<file path="src/rtl/regfile_dump_if.sv">
// Stream bundle carrying one dumped register word and its address.
// Latency: none, wires only.
// Backpressure: the consumer holds i_ready low to stall the producer.
interface regfile_dump_if #(
  parameter int DATA_W = 32,
  parameter int ADDR_W = 5
);
  logic [DATA_W-1:0] o_data;
  logic [ADDR_W-1:0] o_addr;
  logic              o_valid;
  logic              o_last;
  logic              i_ready;

  // Producer side: the dump engine.
  modport master (
    output o_data,
    output o_addr,
    output o_valid,
    output o_last,
    input  i_ready
  );

  // Consumer side: host bridge, UART, or a bench monitor.
  modport slave (
    input  o_data,
    input  o_addr,
    input  o_valid,
    input  o_last,
    output i_ready
  );
endinterface

</file>
<file path="src/rtl/regfile_dump.sv">
// Walks a register-file address range (wrapping) and streams each word with its address.
// Latency: first word valid two edges after start; three cycles per word when never stalled.
// Backpressure: o_valid and its payload hold, and the read address freezes, until i_ready.
module regfile_dump #(
  parameter int DATA_W = 32,
  parameter int ADDR_W = 5
) (
  input  logic              i_clk,
  input  logic              i_rst_n,
  input  logic              i_start,
  input  logic [ADDR_W-1:0] i_first,
  input  logic [ADDR_W-1:0] i_last,
  output logic [ADDR_W-1:0] o_raddr,
  input  logic [DATA_W-1:0] i_rdata,
  output logic              o_busy,
  output logic              o_done,
  regfile_dump_if.master    strm
);

  // IDLE waits for start, ADDR presents the read address, READ captures the
  // synchronous read result, SEND waits for the handshake, DONE pulses once.
  typedef enum logic [2:0] {
    S_IDLE = 3'd0,
    S_ADDR = 3'd1,
    S_READ = 3'd2,
    S_SEND = 3'd3,
    S_DONE = 3'd4
  } state_t;

  state_t            state_q, state_d;
  // Current read address; drives the regfile directly so it stays stable
  // through ADDR, READ and SEND.
  logic [ADDR_W-1:0] addr_q, addr_d;
  // Inclusive end of the range, latched at start.
  logic [ADDR_W-1:0] end_addr_q, end_addr_d;
  // Output word, its address and last flag; they keep the previous word
  // after o_valid falls.
  logic [DATA_W-1:0] data_q, data_d;
  logic [ADDR_W-1:0] oaddr_q, oaddr_d;
  logic              valid_q, valid_d;
  logic              last_q, last_d;

  // Next-state and datapath update, one case arm per state.
  always_comb begin
    state_d    = state_q;
    addr_d     = addr_q;
    end_addr_d = end_addr_q;
    data_d     = data_q;
    oaddr_d    = oaddr_q;
    valid_d    = valid_q;
    last_d     = last_q;

    case (state_q)
      S_IDLE: begin
        if (i_start) begin
          addr_d     = i_first;
          end_addr_d = i_last;
          state_d    = S_ADDR;
        end
      end

      S_ADDR: begin
        // The regfile samples addr_q at the edge that leaves this state.
        state_d = S_READ;
      end

      S_READ: begin
        data_d  = i_rdata;
        oaddr_d = addr_q;
        last_d  = (addr_q == end_addr_q);
        valid_d = 1'b1;
        state_d = S_SEND;
      end

      S_SEND: begin
        if (strm.i_ready) begin
          valid_d = 1'b0;
          last_d  = 1'b0;
          if (last_q) begin
            state_d = S_DONE;
          end else begin
            // Natural wrap at 2**ADDR_W handles ranges with first > last.
            addr_d  = addr_q + 1'b1;
            state_d = S_ADDR;
          end
        end
      end

      S_DONE: begin
        state_d = S_IDLE;
      end

      default: begin
        state_d = S_IDLE;
      end
    endcase
  end

  // State and datapath registers; reset aborts any dump in progress.
  always_ff @(posedge i_clk or negedge i_rst_n) begin
    if (!i_rst_n) begin
      state_q    <= S_IDLE;
      addr_q     <= '0;
      end_addr_q <= '0;
      data_q     <= '0;
      oaddr_q    <= '0;
      valid_q    <= 1'b0;
      last_q     <= 1'b0;
    end else begin
      state_q    <= state_d;
      addr_q     <= addr_d;
      end_addr_q <= end_addr_d;
      data_q     <= data_d;
      oaddr_q    <= oaddr_d;
      valid_q    <= valid_d;
      last_q     <= last_d;
    end
  end

  // Status outputs decode straight from the state flop so reset clears them
  // without waiting for an edge.
  always_comb begin
    o_busy = (state_q != S_IDLE);
    o_done = (state_q == S_DONE);
  end

  assign o_raddr      = addr_q;
  assign strm.o_data  = data_q;
  assign strm.o_addr  = oaddr_q;
  assign strm.o_valid = valid_q;
  assign strm.o_last  = last_q;

endmodule

</file>
<file path="src/flat_wrapper.sv">
// flat-port wrapper written by rule: the top's interface ports become plain ports
module regfile_dump_flat 
#(
  parameter int DATA_W = 32,
  parameter int ADDR_W = 5
)
  (i_clk, i_rst_n, i_start, i_first, i_last, o_raddr, i_rdata, o_busy, o_done, strm_o_data, strm_o_addr, strm_o_valid, strm_o_last, strm_i_ready);
  regfile_dump_if #(.DATA_W(DATA_W), .ADDR_W(ADDR_W)) strm_i ();
  input  logic i_clk;
  input  logic i_rst_n;
  input  logic i_start;
  input  logic [ADDR_W-1:0] i_first;
  input  logic [ADDR_W-1:0] i_last;
  output logic [ADDR_W-1:0] o_raddr;
  input  logic [DATA_W-1:0] i_rdata;
  output logic o_busy;
  output logic o_done;
  output wire logic [$bits(strm_i.o_data)-1:0] strm_o_data;
  output wire logic [$bits(strm_i.o_addr)-1:0] strm_o_addr;
  output wire logic [$bits(strm_i.o_valid)-1:0] strm_o_valid;
  output wire logic [$bits(strm_i.o_last)-1:0] strm_o_last;
  input wire logic [$bits(strm_i.i_ready)-1:0] strm_i_ready;
  assign strm_o_data = strm_i.o_data;
  assign strm_o_addr = strm_i.o_addr;
  assign strm_o_valid = strm_i.o_valid;
  assign strm_o_last = strm_i.o_last;
  assign strm_i.i_ready = strm_i_ready;
  regfile_dump #(.DATA_W(DATA_W), .ADDR_W(ADDR_W)) u_core (.i_clk(i_clk), .i_rst_n(i_rst_n), .i_start(i_start), .i_first(i_first), .i_last(i_last), .o_raddr(o_raddr), .i_rdata(i_rdata), .o_busy(o_busy), .o_done(o_done), .strm(strm_i));
endmodule
</file>
<file path="config.mk">
export PLATFORM = sky130hd
export DESIGN_NAME = regfile_dump_flat
export DESIGN_NICKNAME = d
export VERILOG_FILES = /design/src/rtl/regfile_dump_if.sv /design/src/rtl/regfile_dump.sv /design/src/flat_wrapper.sv
export SDC_FILE = /design/constraint.sdc
export NUM_CORES = 1
export LEC_CHECK = 0
export CORE_MARGIN = 5
export CORE_UTILIZATION = 46
export DETAILED_ROUTE_END_ITERATION = 12
export PLACE_DENSITY = 0.85
export SLEW_MARGIN = 5
export SYNTH_ARGS = -nofsm -noshare
export SYNTH_HDL_FRONTEND = slang
export SYNTH_SLANG_ARGS = --single-unit
export TNS_END_PERCENT = 1
</file>
<file path="constraint.sdc">
create_clock -name i_clk -period 3.05 [get_ports i_clk]
set_input_delay 0.305 -clock i_clk [delete_from_list [all_inputs] [get_ports i_clk]]
set_output_delay 0.305 -clock i_clk [all_outputs]
set_load 0.01 [all_outputs]
</file>
==> results of run 1 <==
-- logic make-up after synthesis --
logic type                 count (synthesis)  share of synthesized area
adders and majority gates                  1                    0.00561
and+or+nand+nor                           30                     0.0853
AOI/OAI and AO/OA                         15                     0.0488
muxes                                     47                      0.237
DFF                                       52                      0.583
buffers and inverters                     10                     0.0207
xor gates and xnor gates                   5                     0.0196
-- critical path: stages (launching register included) --
cell and delay (ps):
dfrtp_1 550, or3_1 420, clkdlybuf4s50_1 480
-- synth_stat cells, drive strengths merged --
cell type  instances  area share
nand2b             2      0.0056
and4b              2      0.0090
o41ai              1      0.0039
a21o               1      0.0034
xnor2              2      0.0079
mux2              46        0.23
nor2b              1      0.0028
inv                1      0.0017
nand2              6       0.010
or3b               1      0.0039
o2bb2ai            1      0.0039
and3b              2      0.0079
or3                1      0.0028
nor2               2      0.0034
xor2               3       0.012
nand4b             1      0.0039
a21oi              3      0.0084
o21ai              4      0.0090
nor3               1      0.0045
buf                5       0.012
a2bb2oi            1      0.0039
ha                 1      0.0056
mux2i              1      0.0045
nor3b              2      0.0090
dfrtp             52        0.58
a211oi             1      0.0034
and3               3      0.0084
a221oi             1      0.0039
a221o              2      0.0090
nand3              5       0.011
clkbuf             4      0.0067
and2               1      0.0028
-- worst min-delay path by stage --
| stage | to | slack, ps | cells past startpoint |
|---|---|---|---|
| global placement | u_core.strm.o_data[17] | 340 | 1 |
| detailed placement | u_core.strm.o_data[17] | 340 | 1 |
| CTS | u_core.strm.o_data[17] | 10 | 1 |
| global route | u_core.strm.o_data[20] | 40 | 1 |
| finish | u_core.strm.o_data[17] | -3 | 1 |
| floorplan | u_core.end_addr_q[0] | 9 | 0 |
-- metrics by stage --
stage               hold WS, ps  cell area [µm²]  setup slack, ps  std cells  utilization
floorplan                  9.41             2230             1450        160            -
global placement            344             3200             1130        311        0.677
detailed placement          345             3200             1050        311        0.677
CTS                        14.8             3290             1000        319        0.697
global route               44.1             3290              863        319        0.697
finish                    -2.80             3290             1000        319        0.697
-- placed cells by master, fill, tap and decap left out, types with 2 or more instances in the layout --
cell             netlist  routed
xnor2_1                2       2
buf_4                  1       2
mux2_2                44      44
nor2_1                 2       2
and3b_1                2       2
clkbuf_8               0       6
a21oi_1                2       2
and3_1                 3       3
mux2_1                 2       2
o21ai_0                4       4
nand2b_1               2       2
nand3_1                5       5
clkdlybuf4s50_1        0      90
xor2_1                 3       3
dfrtp_1               52      52
and4b_1                2       2
a221o_1                2       2
nand2_1                6       6
-- where the power goes --
part | switching, mW | internal [mW]
logic | 0.600 | 1.04
registers | 0.278 | 1.03
clock network | 0.208 | 0.185
total | 1.09 | 2.25
-- routing by layer --
metal | global-route usage | vias to the layer above | share of wire
li1 | - | 756 | -
met4 | 0.0584 | 0 | 0.014
met3 | 0.0429 | 6 | 0.066
met2 | 0.302 | 55 | 0.53
met1 | 0.201 | 808 | 0.39
met5 | 0 | - | 0
-- flip-flops by register name, indices dropped and copies added (netlist names) --
register / flops
u_core.strm.o_data: 32
u_core.end_addr_q: 5
u_core.o_raddr: 5
u_core.strm.o_addr: 5
u_core.state_q: 3
u_core.strm.o_last: 1
u_core.strm.o_valid: 1
-- area by class of cell --
class | count | area (µm²) | area share
Clock buffer | 7 | 86.3 | 0.0262
Clock inverter | 1 | 7.51 | 0.00228
Inverter | 1 | 3.75 | 0.00114
Multi-Input combinational cell | 98 | 890 | 0.270
Sequential cell | 52 | 1300 | 0.395
Tap cell | 67 | 83.8 | 0.0255
Timing Repair Buffer | 93 | 921 | 0.280
==> flow_metrics.tcl, run 1 <==
set metrics [dict create \
    grt_max_degree 40 \
    die-area_um2 6340 \
    end_kind "output port" \
    clk_pin_slew_ps 90 \
    die_h_um 79.6 \
    dr.pass1.iters 4 \
    gp_congestion 0.845 \
    min_period_over_period 0.672 \
    cts_tree "done" \
    coreArea_um2 4720 \
    fin_crit_ps 2050 \
    io_buffers 91 \
    synthCells 160 \
    netlist_area_um2 2230 \
    drv_slew 0 \
    vias 1625 \
    antenna_left 0 \
    grt_pass1_wl_um 8480 \
    critical_path_class "reg -> out" \
    htree_levels 2 \
    antenna_cells 0 \
    grt_pass1_vias 1783 \
    ir_drop_mv 0.516 \
    fill_cells 351 \
    cts_buffers 5 \
    required_ps 2740 \
    hold_ws_ps -2.80 \
    die_x_um 79.6 \
    ctsResizeCount 0 \
    startpoint "u_core.state_q[1]" \
    hold_class "in -> async" \
    max_freq_mhz 488 \
    finalClockSkew_ps 7.19 \
    timing.rr.start "u_core.state_q[1]" \
    ys.warnings.count 0 \
    synth.distinct_cells 36 \
    drt-total-wl_um 5190 \
    ctsHoldBuffers 0 \
    crit_end "o_busy" \
    synthesis.nets 207 \
    initial_core_util 0.472 \
    synthToLayoutAreaGrowth_pct 47.6 \
    r2r_end "u_core.strm.o_last" \
    worst_pin_slew_ps 588 \
    clk_latency_ps 290 \
    drive_gt1_frac 0.226 \
    drt_iter0_markers 33 \
    drcViolationCount 0 \
    finalSetupTns_ps 0 \
    viasPerCell 5.09 \
    grt_use_total 0.171 \
    rrSetupSlack_ps 1100 \
    violations "hold timing" \
    post_drt_wl_per_cell_um 16.3 \
    rsz0062_at_grt "false" \
    path_max_fanout 16 \
    ys_ff_latch 52 \
    cts.sink_count 52 \
    rows 25 \
    ff2ff_path_depth 4 \
    status "finished with violations" \
    ioPinCount 92 \
    power_density_nw_per_um2 1010 \
    p_leak_nw 1.35 \
    root_buffer "clkbuf_8" \
    setup_viol 0 \
    critPathArrivalTime_ps 1740 \
    hpwl_um 3860 \
    clockBufferDepth 2 \
    synth_area_per_cell_um2 13.9 \
    total_power_mw 3.34 \
    grt_antenna_before_repair 0 \
    postCtsSetupBuffers 0 \
    gr-total-overflow 0 \
    nets 298 \
    startpoint_type "register" \
    maxCapViolations 0 \
    slew_headroom 0.608 \
    yosysSeqAreaShare 0.583 \
    hold_violations 3 \
]
Power figures use the tool's default switching activity.
==> inputs of run 2 (changes only) <==
--- a/config.mk
+++ b/config.mk
@@ -6,9 +6,9 @@
 export NUM_CORES = 1
 export LEC_CHECK = 0
 export CORE_MARGIN = 5
-export CORE_UTILIZATION = 46
+export CORE_UTILIZATION = 38
 export DETAILED_ROUTE_END_ITERATION = 12
-export PLACE_DENSITY = 0.85
+export PLACE_DENSITY = 0.75
 export SLEW_MARGIN = 5
 export SYNTH_ARGS = -nofsm -noshare
 export SYNTH_HDL_FRONTEND = slang
==> constraint.sdc (replaced) <==
create_clock -name i_clk -period 1.7 [get_ports i_clk]
set_input_delay 0.17 -clock i_clk [delete_from_list [all_inputs] [get_ports i_clk]]
set_output_delay 0.17 -clock i_clk [all_outputs]
set_load 0.01 [all_outputs]
==> flow_metrics.tcl, run 2 (synthesis gave the netlist of run 1 again) <==
set metrics [dict create \
    grt_use_total 0.142 \
    max_freq_mhz 624 \
    die-area_um2 7500 \
    grt_pass1_wl_um 8510 \
    rrSetupSlack_ps 100 \
    timing.rr.start "u_core.state_q[1]" \
    antenna_left 0 \
    placed_area_um2 3330 \
    p_leak_nw 1.45 \
    ff2ff_path_depth 3 \
    critical_path_class "reg -> reg" \
    cts_tree "done" \
    final_cell_mix "clkdlybuf4s50_1 (88), dfrtp_1 (49), mux2_2 (44)" \
    root_buffer "clkbuf_8" \
    critPathArrivalTime_ps 1790 \
    maxCapViolations 0 \
    stdcell_count 343 \
    fin_crit_ps 1600 \
    ir_drop_mv 0.907 \
    drt_iter0_markers 33 \
    hold_ws_ps 360 \
    dr.pass1.iters 3 \
    place_inst 334 \
    io_buffers 91 \
    drive_gt1_frac 0.284 \
    setup_viol 0 \
    finalClockSkew_ps 6.97 \
    r2r_end "u_core.o_raddr[4]" \
    min_period_over_period 0.942 \
    max_stage_delay_ps 480 \
    total_power_mw 6.39 \
    path_max_fanout 8 \
    crit_chain "or3b_1 > and2_1 > a221o_1" \
    hold_class "in -> async" \
    coreArea_um2 5820 \
    rsz0062_at_grt "false" \
    postCtsSetupBuffers 0 \
    die_x_um 86.6 \
    clk_pin_slew_ps 90 \
    gp_congestion 0.831 \
    rows 28 \
    required_ps 1890 \
    hpwl_um 3920 \
    slew_headroom 0.669 \
    largest_reg_flops 32 \
    slowest_stage "or3b_1" \
    grt_max_degree 28 \
    htree_levels 2 \
    cts_buffers 5 \
    grt_antenna_before_repair 0 \
    grt_pass1_vias 1716 \
    post_drt_wl_per_cell_um 15.1 \
    finalInstanceArea_um2 3470 \
    drv_slew 0 \
    hold_violations 0 \
    nets 314 \
    clockBufferDepth 2 \
    initial_core_util 0.384 \
    status "finished, final reports clean" \
    drt-total-wl_um 5170 \
    fin_util 0.597 \
    worst_pin_slew_ps 496 \
    synthToLayoutAreaGrowth_pct 55.6 \
    power_density_nw_per_um2 1840 \
    final_common_cell "clkdlybuf4s50_1" \
    drcViolationCount 0 \
    startpoint_type "register" \
    end_kind "register" \
    ioPinCount 92 \
    antenna_cells 0 \
    die_h_um 86.6 \
    cts.sink_count 52 \
    viasPerCell 4.80 \
    clk_latency_ps 300 \
    gr-total-overflow 0 \
    vias 1647 \
]
[run 2: changes by cell type in the layout (fill, tap and decap cells not counted), sizes merged]
cell / delta
buf: +15
bufinv: +1
dlygate4sd3: +1
clkinvlp: -1
clkdlybuf4s50: -2
dlygate4sd2: +2
[run 2: where the power goes]
group / total [mW] / internal, mW / leakage, nW / switching (mW)
clock network: 0.914 / 0.520 / 0.0645 / 0.394
logic: 3.25 / 2.03 / 0.781 / 1.22
registers: 2.22 / 1.86 / 0.608 / 0.365
total: 6.39 / 4.41 / 1.45 / 1.98
[run 2: area by class of cell]
| class | count | area [µm²] |
|---|---|---|
| well taps | 75 | 93.8 |
| fillers | 511 | 2340 |
| clock buffers | 7 | 96.3 |
| flip-flops and latches | 52 | 1310 |
| repair buffers | 109 | 1050 |
| multi-input cells | 98 | 890 |
| inverters | 1 | 3.75 |
| clock inverters | 1 | 30.0 |
[run 2: stage by stage]
stage | setup WS [ps] | setup TNS [ps]
after floorplan | 99.0 | 0
after global placement | -42.1 | -112
after detailed placement | -59.0 | -165
after CTS | 46.2 | 0
after global routing | 16.7 | 0
final | 98.6 | 0
[run 2: critical path: cells and delay by family (launching register included)]
kind / cells / cell delay [ps]
simple gates: 2 / 700
compound gates: 1 / 340
flops: 1 / 450
[run 2: layer usage]
layer  vias up  global-route usage  part of all wire  routed length, µm
met4         0              0.0255            0.0087                 45
met1       797               0.189              0.44               2290
met3         5              0.0513             0.090                465
met2        61               0.227              0.46               2370
li1        784                   -                 -                  -
met5         -                   0                 0                  0
[run 2: repair_timing]
action / CTS / global route
hold buffers: 1 / 0
setup endpoints to repair: 2 / 1
endpoints found under the hold margin: 21 / 0
gates resized for setup: 4 / 1
[run 2: how the worst max path moves through the flow]
| stage | from | end | slack [ps] |
|---|---|---|---|
| after floorplan | u_core.o_raddr[0] | u_core.o_raddr[4] | 100 |
| after global placement | i_start | u_core.o_raddr[4] | -40 |
| after global routing | u_core.state_q[0] | u_core.strm.o_last | 20 |
| final | u_core.state_q[1] | u_core.o_raddr[4] | 100 |
| after CTS | u_core.o_raddr[2] | o_raddr[2] | 50 |
| after detailed placement | i_start | u_core.o_raddr[3] | -60 |
==> inputs of run 3 (changes only) <==
--- a/config.mk
+++ b/config.mk
@@ -5,10 +5,11 @@
 export SDC_FILE = /design/constraint.sdc
 export NUM_CORES = 1
 export LEC_CHECK = 0
+export ABC_CLOCK_PERIOD_IN_PS = 2000
 export CORE_MARGIN = 5
-export CORE_UTILIZATION = 38
+export CORE_UTILIZATION = 46
 export DETAILED_ROUTE_END_ITERATION = 12
-export PLACE_DENSITY = 0.75
+export PLACE_DENSITY = 0.85
 export SLEW_MARGIN = 5
 export SYNTH_ARGS = -nofsm -noshare
 export SYNTH_HDL_FRONTEND = slang
==> constraint.sdc (replaced) <==
create_clock -name i_clk -period 2 [get_ports i_clk]
set_input_delay 0.2 -clock i_clk [delete_from_list [all_inputs] [get_ports i_clk]]
set_output_delay 0.2 -clock i_clk [all_outputs]
set_load 0.01 [all_outputs]
==> flow_metrics.tcl, run 3 (synthesis gave the netlist of run 1 again) <==
set metrics [dict create \
    status "finished, final reports clean" \
    hold_class "in -> async" \
    grt_pass1_wl_um 8770 \
    fin_util 0.709 \
    ir_drop_mv 0.713 \
    grt_pass1_vias 1756 \
    viasPerCell 5.03 \
    antenna_cells 0 \
    p_leak_nw 1.39 \
    busiest_layer "met2" \
    max_freq_mhz 535 \
    clockBufferDepth 2 \
    pwr-share-seq 0.378 \
    intPower_mw 3.50 \
    dp_slack_ps 209 \
    maxCapViolations 0 \
    hpwl_um 3920 \
    die_x_um 79.6 \
    use_met3 0.0463 \
    cts_buffers 5 \
    synthToLayoutAreaGrowth_pct 50.2 \
    critPathArrivalTime_ps 1670 \
    finalSetupTns_ps 0 \
    final_common_cell "clkdlybuf4s50_1" \
    drt_iter0_markers 62 \
    clk_latency_ps 300 \
    rsz0062_at_grt "false" \
    critical_path_class "reg -> out" \
    grt_max_degree 31 \
    place_inst 316 \
    gp_congestion 0.854 \
    r2r_end "u_core.strm.o_data[11]" \
    largest_reg_flops 32 \
    drive_gt1_frac 0.240 \
    cts.sink_count 52 \
    htree_levels 2 \
    clk_pin_slew_ps 90 \
    initial_core_util 0.472 \
    swShare 0.322 \
    grt_use_total 0.177 \
    seq_area_um2 1300 \
    drv_slew 0 \
    drcViolationCount 0 \
    grt_use_met1 0.225 \
    worst_pin_slew_ps 548 \
    ff2ff_path_depth 4 \
    rows 25 \
    fill_cells 352 \
    timing.rr.start "u_core.state_q[0]" \
    vias 1635 \
    required_ps 1800 \
    use_met2 0.293 \
    drt-total-wl_um 5220 \
    fin_ws_ps 130 \
    total_power_mw 5.15 \
    finalClockSkew_ps 12.7 \
    min_period_over_period 0.935 \
    multi_input_area_um2 890 \
    rrSetupSlack_ps 280 \
    slew_headroom 0.635 \
    antenna_left 0 \
    final_cell_mix "clkdlybuf4s50_1 (90), dfrtp_1 (51), mux2_2 (44)" \
    die_h_um 79.6 \
    hold_violations 0 \
    end_kind "output port" \
    die-area_um2 6340 \
    postCtsSetupBuffers 0 \
    coreArea_um2 4720 \
    stdcell_count 325 \
    io_buffers 91 \
    grt_antenna_before_repair 0 \
    combPwrFrac 0.505 \
    root_buffer "clkbuf_8" \
    setup_viol 0 \
    dr.pass1.iters 4 \
    power_density_nw_per_um2 1540 \
    nets 304 \
    path_max_fanout 11 \
    post_drt_wl_per_cell_um 16.0 \
    fin_crit_ps 1870 \
    pwr-share-clk 0.117 \
    p_switching_mw 1.66 \
    cts_tree "done" \
    startpoint_type "register" \
    gr-total-overflow 0 \
    ioPinCount 92 \
]
[run 3: how the worst max path moves through the flow]
stage	slack, ps	from	end
after floorplan	400	u_core.o_raddr[0]	u_core.o_raddr[4]
after global placement	250	i_start	u_core.o_raddr[3]
after detailed placement	210	i_start	u_core.o_raddr[1]
after CTS	30	u_core.state_q[2]	o_done
after global routing	50	u_core.state_q[1]	o_busy
final	130	u_core.state_q[1]	o_busy
[run 3: cell type report]
type | count | share of cell area
Tap cell | 67 | 0.0250
Multi-Input combinational cell | 98 | 0.265
Timing Repair Buffer | 99 | 0.293
Clock buffer | 8 | 0.0269
Inverter | 1 | 0.00112
Sequential cell | 52 | 0.389
[run 3: critical path: stages (launching register included)]
cell and delay (ps):
dfrtp_1 500, or3_1 400, clkdlybuf4s50_1 480
[run 3: power groups by stage]
stage	clock [mW]	sequential, mW	combinational [mW]
floorplan	0	2.11	1.15
global placement	0	1.94	2.57
detailed placement	0	1.98	2.62
CTS	0.624	1.96	2.63
global route	0.663	2.04	2.81
finish	0.602	1.95	2.60
[run 3: timing repair]
| item | 4_1_cts | 5_1_grt |
|---|---|---|
| hold endpoints to repair | 22 | 0 |
| gates resized for setup | 0 | 1 |
| endpoints found under the setup margin | 0 | 2 |
| hold buffers | 1 | 0 |
[run 3: per-stage QoR]
stage | hold slack (ps) | instance area (µm²)
2_1_floorplan | -95.6 | 2230
3_3_place_gp | 215 | 3250
3_5_place_dp | 216 | 3250
4_1_cts | 426 | 3350
5_1_grt | 473 | 3350
6_report | 414 | 3350
[run 3: routing by layer]
metal	vias up	part of all wire
li1	768	-
met1	798	0.40
met2	59	0.51
met3	10	0.075
met4	0	0.015
met5	-	0
